`src/rtl/ram_arbiter_pkg.sv`:
```
// Shared definitions for the RAM port-A arbiter: owner encodings and defaults.
package ram_arbiter_pkg;

  // Who held port A in the previous cycle.
  typedef enum logic [1:0] {
    OWN_IDLE = 2'd0,
    OWN_CPU  = 2'd1,
    OWN_DMA  = 2'd2
  } owner_t;

  // Default cap on consecutive locked DMA beats while the CPU is waiting.
  localparam int MAX_BURST_DEF = 8;

  // Byte-enable width of both requesters and of the RAM port.
  localparam int WE_W = 4;

  // Counter width able to hold 0..max inclusive.
  function automatic int cnt_width(input int max);
    return (max < 1) ? 1 : $clog2(max + 1);
  endfunction

endpackage

```
`src/rtl/burst_counter.sv`:
```
// Saturating beat counter: counts up on inc, holds at MAX, clears on clr.
module burst_counter #(
  parameter int MAX = 8,
  parameter int W   = 4
) (
  input  logic         clk,
  input  logic         reset,
  input  logic         inc,
  input  logic         clr,
  output logic         sat,
  output logic [W-1:0] cnt
);

  localparam logic [W-1:0] MAX_C = W'(MAX);

  // clr has priority; increments stop once the cap is reached
  always_ff @(posedge clk or posedge reset) begin
    if (reset)              cnt <= '0;
    else if (clr)           cnt <= '0;
    else if (inc && !sat)   cnt <= cnt + W'(1);
  end

  assign sat = (cnt == MAX_C);

endmodule

```
`src/rtl/ram_arbiter.sv`:
```
// Two-requester arbiter for RAM port A: CPU-priority with a bounded DMA lock.
module ram_arbiter
  import ram_arbiter_pkg::*;
#(
  parameter int ADDR_W    = 9,
  parameter int DATA_W    = 32,
  parameter int MAX_BURST = MAX_BURST_DEF
) (
  input  logic              clk,
  input  logic              reset,
  // memory-stage requester
  input  logic              cpu_req,
  input  logic [WE_W-1:0]   cpu_we,
  input  logic [ADDR_W-1:0] cpu_addr,
  input  logic [DATA_W-1:0] cpu_wdata,
  output logic              cpu_gnt,
  output logic              cpu_rvalid,
  output logic              cpu_stall,
  // loader / DMA requester
  input  logic              dma_req,
  input  logic              dma_lock,
  input  logic [WE_W-1:0]   dma_we,
  input  logic [ADDR_W-1:0] dma_addr,
  input  logic [DATA_W-1:0] dma_wdata,
  output logic              dma_gnt,
  output logic              dma_rvalid,
  // shared read data
  output logic [DATA_W-1:0] rdata,
  // RAM port A
  output logic [WE_W-1:0]   ram_we,
  output logic [ADDR_W-1:0] ram_addr,
  output logic [DATA_W-1:0] ram_wdata,
  input  logic [DATA_W-1:0] ram_rdata
);

  localparam int CNT_W = cnt_width(MAX_BURST);

  owner_t            owner, owner_nxt;
  logic [CNT_W-1:0]  burst_cnt;
  logic              burst_sat;
  logic              lock_hold;

  // Consecutive DMA grant counter; any non-DMA cycle restarts the run.
  burst_counter #(
    .MAX (MAX_BURST),
    .W   (CNT_W)
  ) u_burst (
    .clk   (clk),
    .reset (reset),
    .inc   (dma_gnt),
    .clr   (!dma_gnt),
    .sat   (burst_sat),
    .cnt   (burst_cnt)
  );

  // Owner register: remembers last cycle's grant.
  always_ff @(posedge clk or posedge reset) begin
    if (reset) owner <= OWN_IDLE;
    else       owner <= owner_nxt;
  end

  // Grant decision and next owner. Lock only counts while DMA already
  // owns the port and the run is below the cap, so a waiting CPU always
  // gets a slot once the cap is hit.
  always_comb begin
    lock_hold = 1'b0;
    dma_gnt   = 1'b0;
    cpu_gnt   = 1'b0;
    owner_nxt = OWN_IDLE;
    if (!reset) begin
      lock_hold = (owner == OWN_DMA) && dma_req && dma_lock && !burst_sat;
      dma_gnt   = dma_req && (!cpu_req || lock_hold);
      cpu_gnt   = cpu_req && !dma_gnt;
    end
    if (cpu_gnt)      owner_nxt = OWN_CPU;
    else if (dma_gnt) owner_nxt = OWN_DMA;
  end

  assign cpu_stall = cpu_req && !cpu_gnt;

  // Port A mux: the winner drives the RAM, otherwise everything is quiet.
  always_comb begin
    ram_we    = '0;
    ram_addr  = '0;
    ram_wdata = '0;
    if (cpu_gnt) begin
      ram_we    = cpu_we;
      ram_addr  = cpu_addr;
      ram_wdata = cpu_wdata;
    end else if (dma_gnt) begin
      ram_we    = dma_we;
      ram_addr  = dma_addr;
      ram_wdata = dma_wdata;
    end
  end

  // Read-valid tags follow the RAM's one-cycle read latency; reset kills
  // any read still in flight.
  always_ff @(posedge clk or posedge reset) begin
    if (reset) begin
      cpu_rvalid <= 1'b0;
      dma_rvalid <= 1'b0;
    end else begin
      cpu_rvalid <= cpu_gnt && (cpu_we == '0);
      dma_rvalid <= dma_gnt && (dma_we == '0);
    end
  end

  assign rdata = ram_rdata;

  // Never two owners in one cycle.
  a_one_gnt: assert property (@(posedge clk) disable iff (reset) !(cpu_gnt && dma_gnt));

endmodule

```
`config.mk`:
```
export PLATFORM = sky130hd
export DESIGN_NAME = ram_arbiter
export DESIGN_NICKNAME = d
export VERILOG_FILES = /design/src/rtl/ram_arbiter_pkg.sv /design/src/rtl/burst_counter.sv /design/src/rtl/ram_arbiter.sv
export SDC_FILE = /design/constraint.sdc
export NUM_CORES = 1
export LEC_CHECK = 0
export ABC_AREA = 1
export CAP_MARGIN = 10
export CELL_PAD_IN_SITES_DETAIL_PLACEMENT = 0
export CELL_PAD_IN_SITES_GLOBAL_PLACEMENT = 2
export CORE_AREA = 3 3 136 138
export CTS_CLUSTER_SIZE = 16
export DETAILED_ROUTE_END_ITERATION = 12
export DIE_AREA = 0 0 139 141
export MAX_ROUTING_LAYER = met4
export PLACE_DENSITY = 0.78
export SYNTH_ARGS = -nofsm -noshare
export SYNTH_HDL_FRONTEND = slang
export SYNTH_SLANG_ARGS = --single-unit
```
`constraint.sdc`:
```
create_clock -name clk -period 1.39 [get_ports clk]
set_input_delay 0.278 -clock clk [delete_from_list [all_inputs] [get_ports clk]]
set_output_delay 0.278 -clock clk [all_outputs]
set_load 0.01 [all_outputs]
```
==> metrics.yaml, run 1 <==
endpoint: "ram_wdata[17]"
powerDensity_nw_per_um2: 449
cts_root_buf: "clkbuf_16"
antenna_cells: 0
cp_slowest_stage_delay_ps: 380
hpwlAfterDp_mm: 6.48
ys_seq_area_share_pct: 11.6
yosys.area.top_type_share_pct: 32.3
drc: 0
grt_max_degree: 35
worst_slew_pin_slew_ps: 253
fin_crit_sh_pct: 145
irDropWorstVdd_mv: 0.277
r2r_cells: 10
dp.cells: 588
clk_latency_ps: 230
cp.required_ps: 1110
clock_path_buffers: 2
worstPathCellList: "inv_2 -> ha_4 -> nand3b_4 -> nand3_4 -> buf_6 -> buf_12 -> buf_16 -> nand4_1 -> nand2_1 -> buf_2"
postRouteAntennaNets: 0
slew_headroom_pct: 83.1
drt-total-wl_mm: 8.64
start_kind: "flip-flop"
syn_avg_cell_area_um2: 7.03
r2r_setup_slack_ps: -180
p_int_mw: 1.13
grt_pass1_vias: 2455
hold_viol: 0
comb_power_share_pct: 55.0
rows: 48
p_clk_share_pct: 30.1
via_per_inst: 3.90
wire_per_inst_um: 14.0
holdBufCountCts: 0
final_core_util_pct: 20.8
synthMuxAreaShare_pct: 0
cts_tree: "done"
core_um2: 17300
dieArea_um2: 19600
drtPass1Iterations: 4
period_minus_slack_ps: 2020
synth_top_area_cell: "nand4_1"
status: "finished with violations"
end_kind: "output pin"
criticalPathCategory: "reg2out"
synth.distinct_cells: 24
ys_ff_latch: 8
synthTopCellsByArea: "nand4_1 (32%), buf_4 (17%), dfrtp_1 (12%)"
drv_cap: 0
synth_area_um2: 1720
grt.total_usage_pct: 8.40
nets: 523
portBuffers: 144
swShare_pct: 29.9
rsz0062_at_grt: "yes"
r2r-start: "u_burst.cnt[0]"
p_leak_nw: 1.69
violations: "negative setup slack"
setup_ws_ps: -627
io_pins: 209
placed_area_um2: 3350
layout.cells.non_filler: 617
timing.fmax_mhz: 496
holdWs_ps: 556
critPathSlowestCell: "dfrtp_1"
syn_nets: 374
synth_compound_area_share_pct: 0.291
syn_inst: 245
place.gp.congestion: 0.800
drt_iter0_markers: 73
worstPathArrival_ps: 1740
crit_fanout: 5
die_x_um: 139
multi_input_area_um2: 1020
mostFrequentLayoutCells: "clkdlybuf4s50_1 (91), nand4_1 (89), nand2_1 (49), buf_2 (42), buf_4 (32)"
antenna_found_initial: 0
slew_viol_final: 0
regArea_um2: 200
synth_top_family_by_area: "simple AND/OR/NAND/NOR gates"
areaGrowthSynthToFinish_pct: 109
synth-xor-area-share_pct: 1.53
p_total_mw: 1.62
n_fill_cell: 1930
synth_warnings: 0
setup_viol: 55
yosys.area_share.simple_pct: 54.5
fin_skew_ps: 2.14
design_area_um2: 3600
dpl_worst_slack_ps: -896
fin_tns_setup_ps: -27510
die_y_um: 141
initial_core_util_pct: 9.95
globalRouteOverflowTotal: 0
num_vias: 2407
cts_buffers: 3
clk_pin_slew_ps: 40
hp-class: "in2async"
seqPwrFrac_pct: 15.0
r2r-end: "owner[0]"
layout-drive-gt1-share_pct: 35.2
final_common_cell: "clkdlybuf4s50_1"
cp-startpoint: "u_burst.cnt[0]"
cts_sinks: 8
synthAdderAreaFrac_pct: 1.45
cts_max_level: 1
switching_power_uw: 483
grt_pass1_wl_mm: 13.0
registers in the layout, summed over array words and instances (netlist names):
name and count:
cpu_rvalid 1, dma_rvalid 1, owner 2, u_burst.cnt 4
what timing repair did:
action                                  in CTS  in global routing
gates resized for setup                    210                 13
cloned                                       4                  1
endpoints found under the setup margin      55                 56
pin swaps                                   16                 23
setup buffers                               19                  8
final cells by class:
cell class	count	share of cell area [%]
repair buffers	204	55.2
multi-input cells	167	28.3
well taps	225	7.82
flip-flops and latches	8	5.56
clock buffers	3	2.09
inverters	10	1.04
power by group through the flow:
stage | Sequential [mW] | Combinational, mW | Clock [mW]
6_report | 0.242 | 0.889 | 0.486
5_1_grt | 0.242 | 0.961 | 0.510
4_1_cts | 0.242 | 0.876 | 0.494
3_5_place_dp | 0.245 | 0.865 | 0
3_3_place_gp | 0.245 | 0.860 | 0
2_1_floorplan | 0.245 | 0.406 | 0
cell families after synthesis:
logic type               after synthesis
flip-flops                             8
AO/OA/AOI/OAI                          1
buffers and inverters                 70
adder cells (fa/ha/maj)                2
AND/OR/NAND/NOR                      161
XOR/XNOR                               3
per-layer routing:
layer / track usage [%] / part of all wire (%) / up-vias
met5: - / 0 / -
met4: 2.78 / 2.2 / 0
met3: 1.59 / 7.8 / 20
met2: 14.4 / 49 / 130
met1: 9.95 / 41 / 1098
li1: - / - / 1159
worst min path at each step:
stage	to	slack, ps	depth (start not counted)
after floorplan	cpu_rvalid	320	3
after global placement	rdata[10]	560	0
after detailed placement	rdata[10]	560	0
after CTS	rdata[10]	560	0
after global routing	rdata[6]	560	0
final	dma_rvalid	560	3
Yosys cell counts:
cell	count
nand2_4	2
o21ai_0	1
ha_1	2
nand3b_4	1
nand2_8	1
clkbuf_4	3
nand4_2	1
nand4_1	89
nor3_1	1
xor2_1	3
dfrtp_1	8
nand2_1	50
nand3_1	1
inv_2	5
nand3_4	2
buf_4	38
clkbuf_8	1
buf_6	6
nor2_2	7
inv_1	5
buf_8	4
nor2_4	1
buf_2	8
nor2_1	5
worst max-delay path: cells and delay by family, from the launching register on:
family | cells | cell delay [ps]
adders and majority gates | 1 | 140
buffers and inverters | 5 | 550
DFF | 1 | 380
and+or+nand+nor | 4 | 420
Power figures use the tool's default switching activity.
==> run 2: changes to the inputs <==
SETUP_SLACK_MARGIN = 0.05   (was unset)
==> run 2 against run 1 <==
- the flow still finishes with violations (negative setup slack)
- worst setup slack improved by 81 ps
- clock power fell by 2%
- fmax rose by 4.2%
- clock-buffer cell count did not move
- via count fell by 4.9%
- clock skew fell by 0.79 ps
- critical path depth fell by 1
- sequential share of layout area rose by 0.43 points
- final cell count fell by 4.1%
- first-iteration DRC count fell by 14%
==> metrics.yaml, run 2 (same netlist as run 1, synthesis figures left out) <==
status: "finished with violations"
violations: "negative setup slack"
place.gp.congestion: 0.821  # +2.6%
clock_path_buffers: 2  # unchanged
drt_iter0_markers: 63  # -14%
holdWs_ps: 543  # -12.9 ps
num_vias: 2288  # -4.9%
cp-startpoint: "u_burst.cnt[0]"
grt_pass1_wl_mm: 12.9  # -1.3%
fin_skew_ps: 1.35  # -0.790 ps
r2r-start: "u_burst.cnt[0]"
grt.total_usage_pct: 8.34  # -0.065 points
cts_sinks: 8  # unchanged
period_minus_slack_ps: 1940  # -80.6 ps
reg_top3: "u_burst.cnt x4, owner x2"
layout-drive-gt1-share_pct: 30.8  # -4.4 points
drtPass1Iterations: 4  # unchanged
crit_family: "buffers and inverters"
mostFrequentLayoutCells: "clkdlybuf4s50_1 (92), nand4_1 (89), nand2_1 (49), buf_2 (44), buf_4 (16)"
slew_viol_final: 0  # unchanged
nets: 498  # -4.8%
n_fill_cell: 1926  # -0.21%
rows: 48  # unchanged
crit_fanout: 5  # unchanged
cp_slowest_stage_delay_ps: 380  # about the same
p_leak_nw: 1.54  # -8.9%
wire_per_inst_um: 14.3  # +2.2%
final_common_cell: "clkdlybuf4s50_1"
met2_usage_pct: 14.1  # -0.28 points
setup_ws_ps: -546  # +80.6 ps
cts_buffers: 3  # unchanged
die_y_um: 141  # unchanged
critPathSlowestCell: "dfrtp_1"
via_per_inst: 3.86  # -0.93%
die_x_um: 139  # unchanged
criticalPathCategory: "reg2out"
cts_max_level: 1  # unchanged
worstPathArrival_ps: 1660  # -80 ps
grt_use_met1_pct: 10.2  # +0.27 points
clk_pin_slew_ps: 40  # about the same
regMostFlops: "u_burst.cnt"
fin_tns_setup_ps: -24210  # +3310 ps
end_kind: "output pin"
worstPathCellList: "inv_2 -> ha_4 -> nand3b_4 -> nand3_4 -> buf_6 -> buf_16 -> nand4_1 -> nand2_1 -> buf_2"
grt_max_degree: 45  # +29%
grt_busiest_layer: "met2"
initial_core_util_pct: 9.95  # unchanged
globalRouteOverflowTotal: 0  # unchanged
areaGrowthSynthToFinish_pct: 94.1
worst_slew_pin_slew_ps: 297  # +44.2 ps
setup_viol: 54  # -1.8%
antenna_cells: 0  # unchanged
hpwlAfterDp_mm: 6.48  # +0.12%
cp_num_buf_inv: 4  # -1
clk_latency_ps: 230  # about the same
postRouteAntennaNets: 0  # unchanged
antenna_found_initial: 0  # unchanged
irDropWorstVdd_mv: 0.263  # -5.1%
met3_usage_pct: 1.66  # +0.068 points
powerDensity_nw_per_um2: 454  # +1.0%
slew_headroom_pct: 80.2  # -2.9 points
start_kind: "flip-flop"
drc: 0  # unchanged
cp.required_ps: 1110  # about the same
fin_crit_sh_pct: 139  # -5.8 points
grt_pass1_vias: 2256  # -8.1%
p_total_mw: 1.52  # -6.2%
cts_root_buf: "clkbuf_16"
hold_viol: 0  # unchanged
timing.fmax_mhz: 516  # +4.2%
drt-total-wl_mm: 8.47  # -1.9%
cts_tree: "done"
rsz0062_at_grt: "yes"
io_pins: 209  # unchanged
final_core_util_pct: 19.3  # -1.5 points
largest_register_ffs: 4  # unchanged
hp-class: "in2async"
core_um2: 17300  # unchanged
dieArea_um2: 19600  # unchanged
drv_cap: 0  # unchanged
portBuffers: 144  # unchanged
## run 2: metrics by stage
stage                     setup WS [ps]  cell area [um^2]  std cells
after floorplan                   -80.1              1740        245
after global placement             -886              3280        579
after detailed placement           -885              3280        579
after CTS                          -564              3320        592
after global routing               -644              3340        592
final                              -546              3340        592
## run 2: final timing paths
kind,end,slack [ps],cells past startpoint
max,ram_wdata[17],-550,9
min,owner[0],540,3
max reg2reg,u_burst.cnt[0],-20,9
min reg2reg,u_burst.cnt[2],600,3
max in group asynchronous,cpu_rvalid,500,4
min in group clk,rdata[20],560,0
## run 2: repair_timing
| action | 4_1_cts | 5_1_grt |
|---|---|---|
| gates resized for setup | 207 | 3 |
| cloned | 4 | 0 |
| pin swaps | 3 | 3 |
| setup buffers | 7 | 0 |
| hold buffers | 0 | 0 |
| hold endpoints to repair | 0 | 0 |
| setup endpoints to repair | 56 | 56 |
## run 2: routing by layer
layer	wire length, um	vias to the layer above
met5	0	-
met4	153	0
met3	678	20
met2	3990	120
met1	3650	1035
li1	-	1113
## run 2: final cells by class
cell class / instances / area (um^2) / share of cell area [%]
timing repair buffer: 179 / 1720 / 51.5
multi-input combinational: 167 / 1030 / 30.7
tap: 225 / 282 / 8.42
inverter: 10 / 37.5 / 1.12
clock buffer: 3 / 75.1 / 2.25
sequential: 8 / 200 / 5.99
## run 2: where the power goes
| group | total [mW] | internal (mW) | switching [mW] | leakage [nW] |
|---|---|---|---|---|
| registers | 0.242 | 0.239 | 0.00284 | 0.110 |
| clock network | 0.478 | 0.370 | 0.107 | 0.0370 |
| logic | 0.797 | 0.451 | 0.346 | 1.39 |
| total | 1.52 | 1.06 | 0.456 | 1.54 |
## run 2: worst reg2reg max path, delay by kind of cell, from the launching register on
family / cells / cell delay (ps)
adders and majority gates: 1 / 130
buffers and inverters: 3 / 370
DFF: 1 / 380
and+or+nand+nor: 5 / 390
